===== config.mk =====
export PLATFORM = sky130hd
export DESIGN_NAME = mic1_uart_rx
export DESIGN_NICKNAME = d
export VERILOG_FILES = /design/src/rtl/mic1_uart_rx.sv
export SDC_FILE = /design/constraint.sdc
export NUM_CORES = 1
export LEC_CHECK = 0
export CAP_MARGIN = 30
export CORE_ASPECT_RATIO = 1.75
export CORE_MARGIN = 10
export CORE_UTILIZATION = 40
export DETAILED_ROUTE_END_ITERATION = 12
export PLACE_DENSITY_LB_ADDON = 0.2
export SLEW_MARGIN = 15
export SYNTH_ARGS = -nofsm -noshare
export SYNTH_HDL_FRONTEND = slang
export SYNTH_SLANG_ARGS = --single-unit
export TNS_END_PERCENT = 5

===== constraint.sdc =====
create_clock -name clk -period 2.2 [get_ports clk]
set_input_delay 0.44 -clock clk [delete_from_list [all_inputs] [get_ports clk]]
set_output_delay 0.44 -clock clk [all_outputs]
set_load 0.02 [all_outputs]

===== src/rtl/mic1_uart_rx.sv =====
// 8N1 UART receiver with a one-entry holding register and valid/ready output handshake.
// Flags framing errors (stop bit low) and overruns (byte lost to a full holding register).
module mic1_uart_rx #(
  parameter int CLK_DIV = 104
) (
  input  logic       clk,
  input  logic       reset,
  input  logic       ser_rx,
  output logic [7:0] rx_data,
  output logic       rx_valid,
  input  logic       rx_ready,
  output logic       frame_err,
  output logic       overrun,
  output logic [2:0] dbg_state
);

  localparam int CNT_W = $clog2(CLK_DIV);
  localparam logic [CNT_W-1:0] HALF_RELOAD = CNT_W'(CLK_DIV / 2 - 1);
  localparam logic [CNT_W-1:0] FULL_RELOAD = CNT_W'(CLK_DIV - 1);

  typedef enum logic [2:0] {
    S_IDLE      = 3'd0,
    S_START     = 3'd1,
    S_DATA      = 3'd2,
    S_STOP      = 3'd3,
    S_WAIT_HIGH = 3'd4
  } state_t;

  logic             r_sync1;
  logic             r_sync2;
  state_t           r_state;
  logic [CNT_W-1:0] r_cnt;
  logic [2:0]       r_bit_idx;
  logic [7:0]       r_shift;
  logic [7:0]       r_data;
  logic             r_valid;
  logic             r_frame_err;
  logic             r_overrun;

  logic w_rx_s;
  logic w_tick;
  logic w_xfer;

  assign w_rx_s = r_sync2;
  assign w_tick = (r_cnt == '0);
  // Handshake: a byte moves to the consumer on every cycle where rx_valid and
  // rx_ready are both 1; rx_data is held stable for as long as rx_valid is 1.
  assign w_xfer = r_valid & rx_ready;

  always_ff @(posedge clk) begin
    if (reset) begin
      r_sync1 <= 1'b1;
      r_sync2 <= 1'b1;
    end else begin
      r_sync1 <= ser_rx;
      r_sync2 <= r_sync1;
    end
  end

  always_ff @(posedge clk) begin
    if (reset) begin
      r_state     <= S_IDLE;
      r_cnt       <= '0;
      r_bit_idx   <= 3'd0;
      r_shift     <= 8'h00;
      r_data      <= 8'h00;
      r_valid     <= 1'b0;
      r_frame_err <= 1'b0;
      r_overrun   <= 1'b0;
    end else begin
      r_frame_err <= 1'b0;
      r_overrun   <= 1'b0;
      if (w_xfer) r_valid <= 1'b0;

      case (r_state)
        S_IDLE: begin
          if (!w_rx_s) begin
            r_cnt   <= HALF_RELOAD;
            r_state <= S_START;
          end
        end
        S_START, S_DATA, S_STOP: begin
          if (!w_tick) begin
            r_cnt <= r_cnt - CNT_W'(1);
          end else begin
            r_cnt <= FULL_RELOAD;
            if (r_state == S_START) begin
              // A start bit that is already high again at mid-bit was a glitch.
              if (w_rx_s) begin
                r_state <= S_IDLE;
              end else begin
                r_bit_idx <= 3'd0;
                r_state   <= S_DATA;
              end
            end else if (r_state == S_DATA) begin
              r_shift <= {w_rx_s, r_shift[7:1]};
              if (r_bit_idx == 3'd7) begin
                r_state <= S_STOP;
              end else begin
                r_bit_idx <= r_bit_idx + 3'd1;
              end
            end else if (w_rx_s) begin
              // Accept the byte if the holding register is empty or draining this cycle.
              if (!r_valid || rx_ready) begin
                r_data  <= r_shift;
                r_valid <= 1'b1;
              end else begin
                r_overrun <= 1'b1;
              end
              r_state <= S_IDLE;
            end else begin
              r_frame_err <= 1'b1;
              r_state     <= S_WAIT_HIGH;
            end
          end
        end
        S_WAIT_HIGH: begin
          if (w_rx_s) r_state <= S_IDLE;
        end
        default: r_state <= S_IDLE;
      endcase
    end
  end

  assign rx_data   = r_data;
  assign rx_valid  = r_valid;
  assign frame_err = r_frame_err;
  assign overrun   = r_overrun;
  assign dbg_state = r_state;

endmodule


==> metrics.txt, run 1 <==
initial antenna violation count=0; Hold Fails Final Rpt=0; vias per cell=between 5 and 6; Root Driver=clkbuf_8; initial core utilization=a little over two fifths; Tmin final=roughly 2000 ps; TNS Setup=0 ps; CTS tree=built; die area=~6700 um^2; placer's final routability congestion estimate=0.805; Worst Setup Start Kind=flop; Vias=1096; Core Region=roughly 3600 um^2; DRC=0; cell area after layout=between 1500 and 2000 um^2; Max-Cap Viols=0; total power=1.24 mW; Lkg Pwr=0.693 nW; FILL cells=around 340; Area Overhead vs Synth=19.3%; Avg Inst Size Synth=~10 um^2; Final Skew=8.11 ps; post-synth cell types=~40; Worst Path Buf+Inv=1; Crit Path Max Fanout=11; fmax=slightly above 0.5 GHz; Pwr per Cell Area=between 600 and 700 nW/um^2; slowest stage delay, CP=680 ps; Rows=29; cell count after placement=209; pre-CTS setup slack=approximately 290 ps; largest net degree at the start of global routing=25; Final ANT Viol Nets=0; final design utilization=49.8%; CTS resizes=0; Post-CTS Hold Buffers=0; Post-CTS Setup Bufs=0; share of post-route cells with drive strength above 1=about an eighth; sequential share of the synthesized area=roughly 45%; worst hold margin=around 400 ps; flip-flop and latch area=slightly below 700 um^2; RSZ-0062 raised after global routing=no; status=finished clean; asr flop ratio synth=0%; die height=101 um; Diodes inserted=0; multi-input combinational cell area=771 um^2; worst skew pair latency=~280 ps; PortBufs=17; flop-to-flop setup slack=between 300 and 400 ps; Ys Warns=0; GRT Util Overall=under 10%; final setup vio count=0; worst slew pin tran=about 670 ps; number of synthesized flops with an enable pin=0; CTS Buf Count=5; CTS sink count=34; grt total ovfl=0; critical path class=flop to primary output; slowest cell on the critical path=clkdlybuf4s50_1; final worst slack=roughly 240 ps; HP Class=flop to flop; post-route clock period utilization=between 80% and 90%; Iter 0 DRT Violations=43; Post-Syn Nets=around 160; Worst slew margin=between 50% and 60%; post-DP HPWL=around 2300 um; CP top delay family=buffers and inverters; clk slew on worst S/H paths=around 70 ps; Non-Filler Instances=between 200 and 250; first-pass GRT wire length=5040 um; CP arrival=about 1500 ps; io pins=18; mapped cell area=around 1500 um^2; Die Span X=66.5 um; Detailed Routing Iterations Pass 1=4; CP endpoint kind=primary output; Nets=roughly 180; Routed WL=between 3000 and 4000 um; Final Max Tran Viols=0; placed cell area=~1700 um^2; H-tree depth=2; Max rail drop VDD=0.000425 V; #FFs+latches synth=34; mean routed wirelength per cell=13.9 um; crit path cell chain=clkdlybuf4s50_1; Cells after Synth=about 150; vias in the first global route=~1100; WP data required=about 1800 ps; Post-synth top flop=dfxtp_1; CTS Buffer Depth=2
==> report_power, final <==
| group | internal [mW] | switching, mW |
|---|---|---|
| registers | 0.630 | 0.0203 |
| logic | 0.0598 | 0.0683 |
| clock network | 0.252 | 0.213 |
==> state kept, by name (all words and copies together) (netlist names) <==
name	cells
rx_valid	1
r_cnt	7
r_sync2	1
r_bit_idx	3
r_shift	8
r_sync1	1
rx_data	8
dbg_state	3
frame_err	1
overrun	1
==> worst paths after layout <==
check | depth (start not counted) | from | endpoint
setup / recovery | 1 | dbg_state[2] | dbg_state[2]
setup reg to reg | 6 | r_cnt[0] | r_shift[1]
hold reg to reg | 1 | r_sync1 | r_sync2
hold / removal | 1 | r_sync1 | r_sync2
==> cells by family (layout without fill, tap and decap cells) <==
family                     after synthesis  in the layout  synth area share (%)
adders and majority gates                4              4                  3.30
and+or+nand+nor                         61             61                  25.6
DFF                                     34             34                  44.9
buffers and inverters                   11             31                  4.21
muxes                                   17             17                  11.2
AOI/OAI and AO/OA                       23             23                  10.2
xor gates and xnor gates                 1              1                 0.578
==> cell type report <==
class | instances | area share [%]
flip-flops and latches | 34 | 37.6
clock buffers | 7 | 4.78
multi-input cells | 106 | 42.6
clock inverters | 1 | 0.277
inverters | 2 | 0.415
well taps | 46 | 3.18
repair buffers | 21 | 11.1
==> layer usage <==
metal | global-route usage, % | part of all wire [%] | vias to the layer above
li1 | - | - | 571
met5 | 0 | 0 | -
met3 | 3.65 | 5.3 | 5
met2 | 16.7 | 54 | 18
met4 | 5.19 | 1.6 | 0
met1 | 9.38 | 39 | 502
==> placed cells by master, fill, tap and decap left out, drive strengths merged, types with 2 or more instances in the layout <==
cell type,count
dfxtp,34
nand2b,17
mux2i,17
clkdlybuf4s50,17
a21oi,9
nor2,8
clkbuf,7
nor3,6
ha,4
buf,4
nor3b,4
nand2,3
or2,3
o21ai,3
nor4,3
inv,2
or3b,2
nand4,2
nor2b,2
or3,2
nand3,2
a211oi,2
and2,2
==> cell usage after synthesis (all sizes together) (4+ instances only) <==
| library cell | number | share of area (%) |
|---|---|---|
| ha | 4 | 3.3 |
| mux2i | 17 | 11 |
| buf | 8 | 3.5 |
| dfxtp | 34 | 45 |
| nor2 | 8 | 2.0 |
| nor3 | 6 | 2.0 |
| nand2b | 17 | 7.0 |
| a21oi | 9 | 3.0 |
| nor3b | 4 | 2.3 |
No activity file was read; power rests on OpenSTA's default activity.
==> run 2: changes to the inputs <==
CORE_UTILIZATION = 45   (was 40)
==> metrics.txt, run 2 (synthesis gave the netlist of run 1 again) <==
status=finished clean; CTS tree=built; Switch Pwr=just under 0.3 mW; CTS Buffer Depth=2; Vias=~1100; Diodes inserted=0; Rows=27; CP top delay family=buffers and inverters; Lkg Pwr=roughly 0.70 nW; worst skew pair latency=around 280 ps; largest net degree at the start of global routing=24; TNS Setup=0 ps; Max rail drop VDD=0.000408 V; flip-flop and latch area=roughly 680 um^2; Final Skew=roughly 2.7 ps; Detailed Routing Iterations Pass 1=4; mean routed wirelength per cell=roughly 14 um; final worst slack=247 ps; CTS resizes=0; critical path class=flop to primary output; CTS sink count=34; initial antenna violation count=0; Core Region=roughly 3200 um^2; die height=slightly below 100 um; Post-CTS Hold Buffers=0; Final ANT Viol Nets=0; first-pass GRT wire length=between 5000 and 6000 um; CP endpoint kind=primary output; Final Max Tran Viols=0; commonest non-fill, non-tap cell in the layout=dfxtp_1; FILL cells=around 290; Worst Setup Start Kind=flop; Die Span X=around 64 um; Root Driver=clkbuf_8; worst slew pin tran=639 ps; io pins=18; placer's final routability congestion estimate=0.800; slowest stage delay, CP=between 600 and 700 ps; Area Overhead vs Synth=19.6%; slowest cell on the critical path=clkdlybuf4s50_1; PortBufs=17; Tmin final=between 1500 and 2000 ps; clk slew on worst S/H paths=~60 ps; Post-CTS Setup Bufs=0; HP Class=flop to flop; pre-CTS setup slack=between 300 and 400 ps; share of post-route cells with drive strength above 1=about 13%; Pwr per Cell Area=682 nW/um^2; CP arrival=around 1500 ps; Worst Path Buf+Inv=1; grt total ovfl=0; initial core utilization=between 40% and 50%; multi-input combinational cell area=approximately 770 um^2; worst hold margin=412 ps; post-DP HPWL=between 2000 and 2500 um; GRT Util Overall=between 10% and 20%; Flop pwr share=between 50% and 60%; fmax=0.512 GHz; WP data required=between 1500 and 2000 ps; H-tree depth=2; Nets=179; DRC=0; most frequent cells in the layout=dfxtp_1, nand2b_1, mux2i_1, clkdlybuf4s50_1, a21oi_1; Iter 0 DRT Violations=36; final setup vio count=0; vias per cell=between 5 and 6; die area=~6000 um^2; Worst slew margin=a little under three fifths; crit path cell chain=clkdlybuf4s50_1; Comb power frac=10.4%; Crit Path Max Fanout=12; vias in the first global route=~1100; Routed WL=3080 um; Internal Dissipation=approximately 0.94 mW; Max-Cap Viols=0; post-route clock period utilization=roughly 89%; Clock power frac=37.0%; CTS Buf Count=5; RSZ-0062 raised after global routing=no; Hold Fails Final Rpt=0; Sw Share=23.9%
## run 2: through the flow
stage                     util (%)  std cells  area [um^2]  total power, mW
after floorplan                  -        151         1520            0.758
after global placement        53.6        207         1720            0.785
after detailed placement      53.6        207         1720            0.792
after CTS                     56.5        215         1810             1.25
after global routing          56.5        215         1810             1.29
final                         56.5        215         1810             1.24
## run 2: power groups by stage
stage	sequential [mW]	combinational [mW]	clock (mW)
3_3_place_gp	0.662	0.123	0
5_1_grt	0.652	0.144	0.493
6_report	0.650	0.129	0.457
2_1_floorplan	0.657	0.101	0
4_1_cts	0.650	0.129	0.475
3_5_place_dp	0.663	0.128	0
## run 2: layout make-up
cell class	count	share of cell area, %
clock buffer	7	4.77
clock inverter	1	0.276
inverter	2	0.414
multi-input combinational	106	42.5
sequential	34	37.6
tap	43	2.97
timing repair buffer	22	11.5
## run 2: layer usage
metal | routed length, um | up-vias | track usage (%)
met5 | 0 | - | 0
met4 | 55 | 0 | 5.55
met3 | 142 | 5 | 3.57
met2 | 1720 | 25 | 19.1
met1 | 1160 | 528 | 8.98
li1 | - | 572 | -
## run 2: worst paths after layout
kind | from | to | slack (ps) | depth (start not counted)
max | dbg_state[1] | dbg_state[1] | 250 | 1
min | r_sync1 | r_sync2 | 410 | 1
max reg2reg | r_cnt[0] | rx_data[2] | 390 | 7
min reg2reg | r_sync1 | r_sync2 | 410 | 1
==> run 3: changes to the inputs <==
CORE_MARGIN = not set   (was 10)
GPL_TIMING_DRIVEN = 0   (was not set)
MAX_ROUTING_LAYER = met4   (was not set)
==> metrics.txt, run 3 (synthesis gave the netlist of run 1 again) <==
status=finished clean; CTS Buffer Depth=2; Vias=about 1200; HP Class=flop to flop; post-DP HPWL=roughly 2200 um; Worst Hold Path EP=r_sync2; die height=between 70 and 80 um; Die Span X=roughly 46 um; Crit Path Max Fanout=8; CTS sink count=34; Nets=roughly 180; post-route clock period utilization=81.6%; Hold Fails Final Rpt=0; Final Skew=~4.4 ps; slowest cell on the critical path=dfxtp_1; Max-Cap Viols=0; CP endpoint kind=flop; final setup vio count=0; Final Max Tran Viols=0; Diodes inserted=0; TNS Setup=0 ps; reg2reg start=r_cnt[0]; pre-CTS setup slack=between 400 and 500 ps; share of post-route cells with drive strength above 1=about 15%; Reg2Reg Depth=7; DRC=0; Detailed Routing Iterations Pass 1=3; io pins=18; vias in the first global route=between 1000 and 1500; commonest non-fill, non-tap cell in the layout=dfxtp_1; most frequent cells in the layout=dfxtp_1, nand2b_1, mux2i_1, clkdlybuf4s50_1, a21oi_1; first-pass GRT wire length=4700 um; Lkg Pwr=0.723 nW; Area Overhead vs Synth=22.0%; placer's final routability congestion estimate=slightly above 0.8; vias per cell=approximately 5.3; worst reg2reg endpoint=rx_data[2]; H-tree depth=2; mean routed wirelength per cell=13.2 um; flop-to-flop setup slack=~400 ps; initial antenna violation count=0; Tmin final=approximately 1800 ps; CP arrival=between 2000 and 2500 ps; Rows=27; Post-CTS Hold Buffers=0; final worst slack=404 ps; GRT Util Overall=around 18%; critical path class=flop to flop; Max rail drop VDD=0.000566 V; die area=approximately 3600 um^2; hold depth=1; RSZ-0062 raised after global routing=no; WP data required=about 2400 ps; crit path cell chain=inv_1, ha_1, nor3b_2, nand4_1, nor2b_1, buf_4, mux2i_1; cell area after layout=between 1500 and 2000 um^2; CTS resizes=0; Worst slew margin=67.8%; Iter 0 DRT Violations=22; largest net degree at the start of global routing=12; Pwr per Cell Area=roughly 730 nW/um^2; Root Driver=clkbuf_8; initial core utilization=a little under half; PortBufs=17; CTS Buf Count=5; Post-CTS Setup Bufs=0; CTS tree=built; fmax=0.557 GHz; CP startpoint=r_cnt[0]; Worst Setup Start Kind=flop; Core Region=3180 um^2; Routed WL=2890 um; Hold Startpoint=r_sync1; Final ANT Viol Nets=0; slowest stage delay, CP=roughly 350 ps; grt total ovfl=0; worst skew pair latency=290 ps; clk slew on worst S/H paths=70 ps; worst slew pin tran=around 480 ps; placed cell area=between 1500 and 2000 um^2
-- run 3: changes by cell type in the layout (fill, tap and decap cells not counted), sizes merged --
| cell | previous run | this run |
|---|---|---|
| clkinv | 1 | 2 |
| bufinv | 0 | 1 |
| buf | 5 | 8 |
| clkbuf | 7 | 6 |
-- run 3: final cells by class --
class | count | area [um^2]
Buffer | 9 | 56.3
Clock buffer | 5 | 68.8
Clock inverter | 3 | 40.0
Fill cell | 291 | 1330
Inverter | 2 | 7.51
Multi-Input combinational cell | 106 | 771
Sequential cell | 34 | 681
Tap cell | 43 | 53.8
Timing Repair Buffer | 17 | 170
-- run 3: per-layer routing --
layer / vias up / wire length, um / share of wire [%] / GRT usage [%]
met5: - / 0 / 0 / -
met4: 0 / 74 / 2.6 / 11.5
met3: 7 / 90 / 3.1 / 5.68
met2: 17 / 1630 / 56 / 31.4
met1: 568 / 1100 / 38 / 16.1
li1: 579 / - / - / -
-- run 3: through the flow --
stage / total power, mW / hold WS, ps / std cells / util [%]
3_3_place_gp: 0.790 / 404 / 211 / 54.8
6_report: 1.34 / 414 / 219 / 58.2
5_1_grt: 1.40 / 418 / 219 / 58.2
3_5_place_dp: 0.795 / 401 / 211 / 54.8
4_1_cts: 1.36 / 419 / 219 / 58.2
2_1_floorplan: 0.758 / 389 / 151 / -
-- run 3: power breakdown --
group | total [mW] | internal, mW | switching [mW]
clock | 0.562 | 0.333 | 0.228
sequential | 0.646 | 0.629 | 0.0162
combinational | 0.136 | 0.0620 | 0.0737
-- run 3: worst max-delay path by stage --
stage	endpoint	slack, ps	cells past startpoint
2_1_floorplan	r_bit_idx[1]	630	6
5_1_grt	rx_data[2]	280	7
3_3_place_gp	frame_err	420	4
4_1_cts	rx_data[5]	400	7
3_5_place_dp	rx_data[2]	430	7
6_report	rx_data[2]	400	7
-- run 3: worst max-delay path: cells and delay by family (launching register included) --
| family | cells | cell delay (ps) |
|---|---|---|
| fa+ha+maj | 1 | 190 |
| buf+inv | 2 | 290 |
| flops | 1 | 350 |
| mux | 1 | 210 |
| simple gates | 3 | 690 |
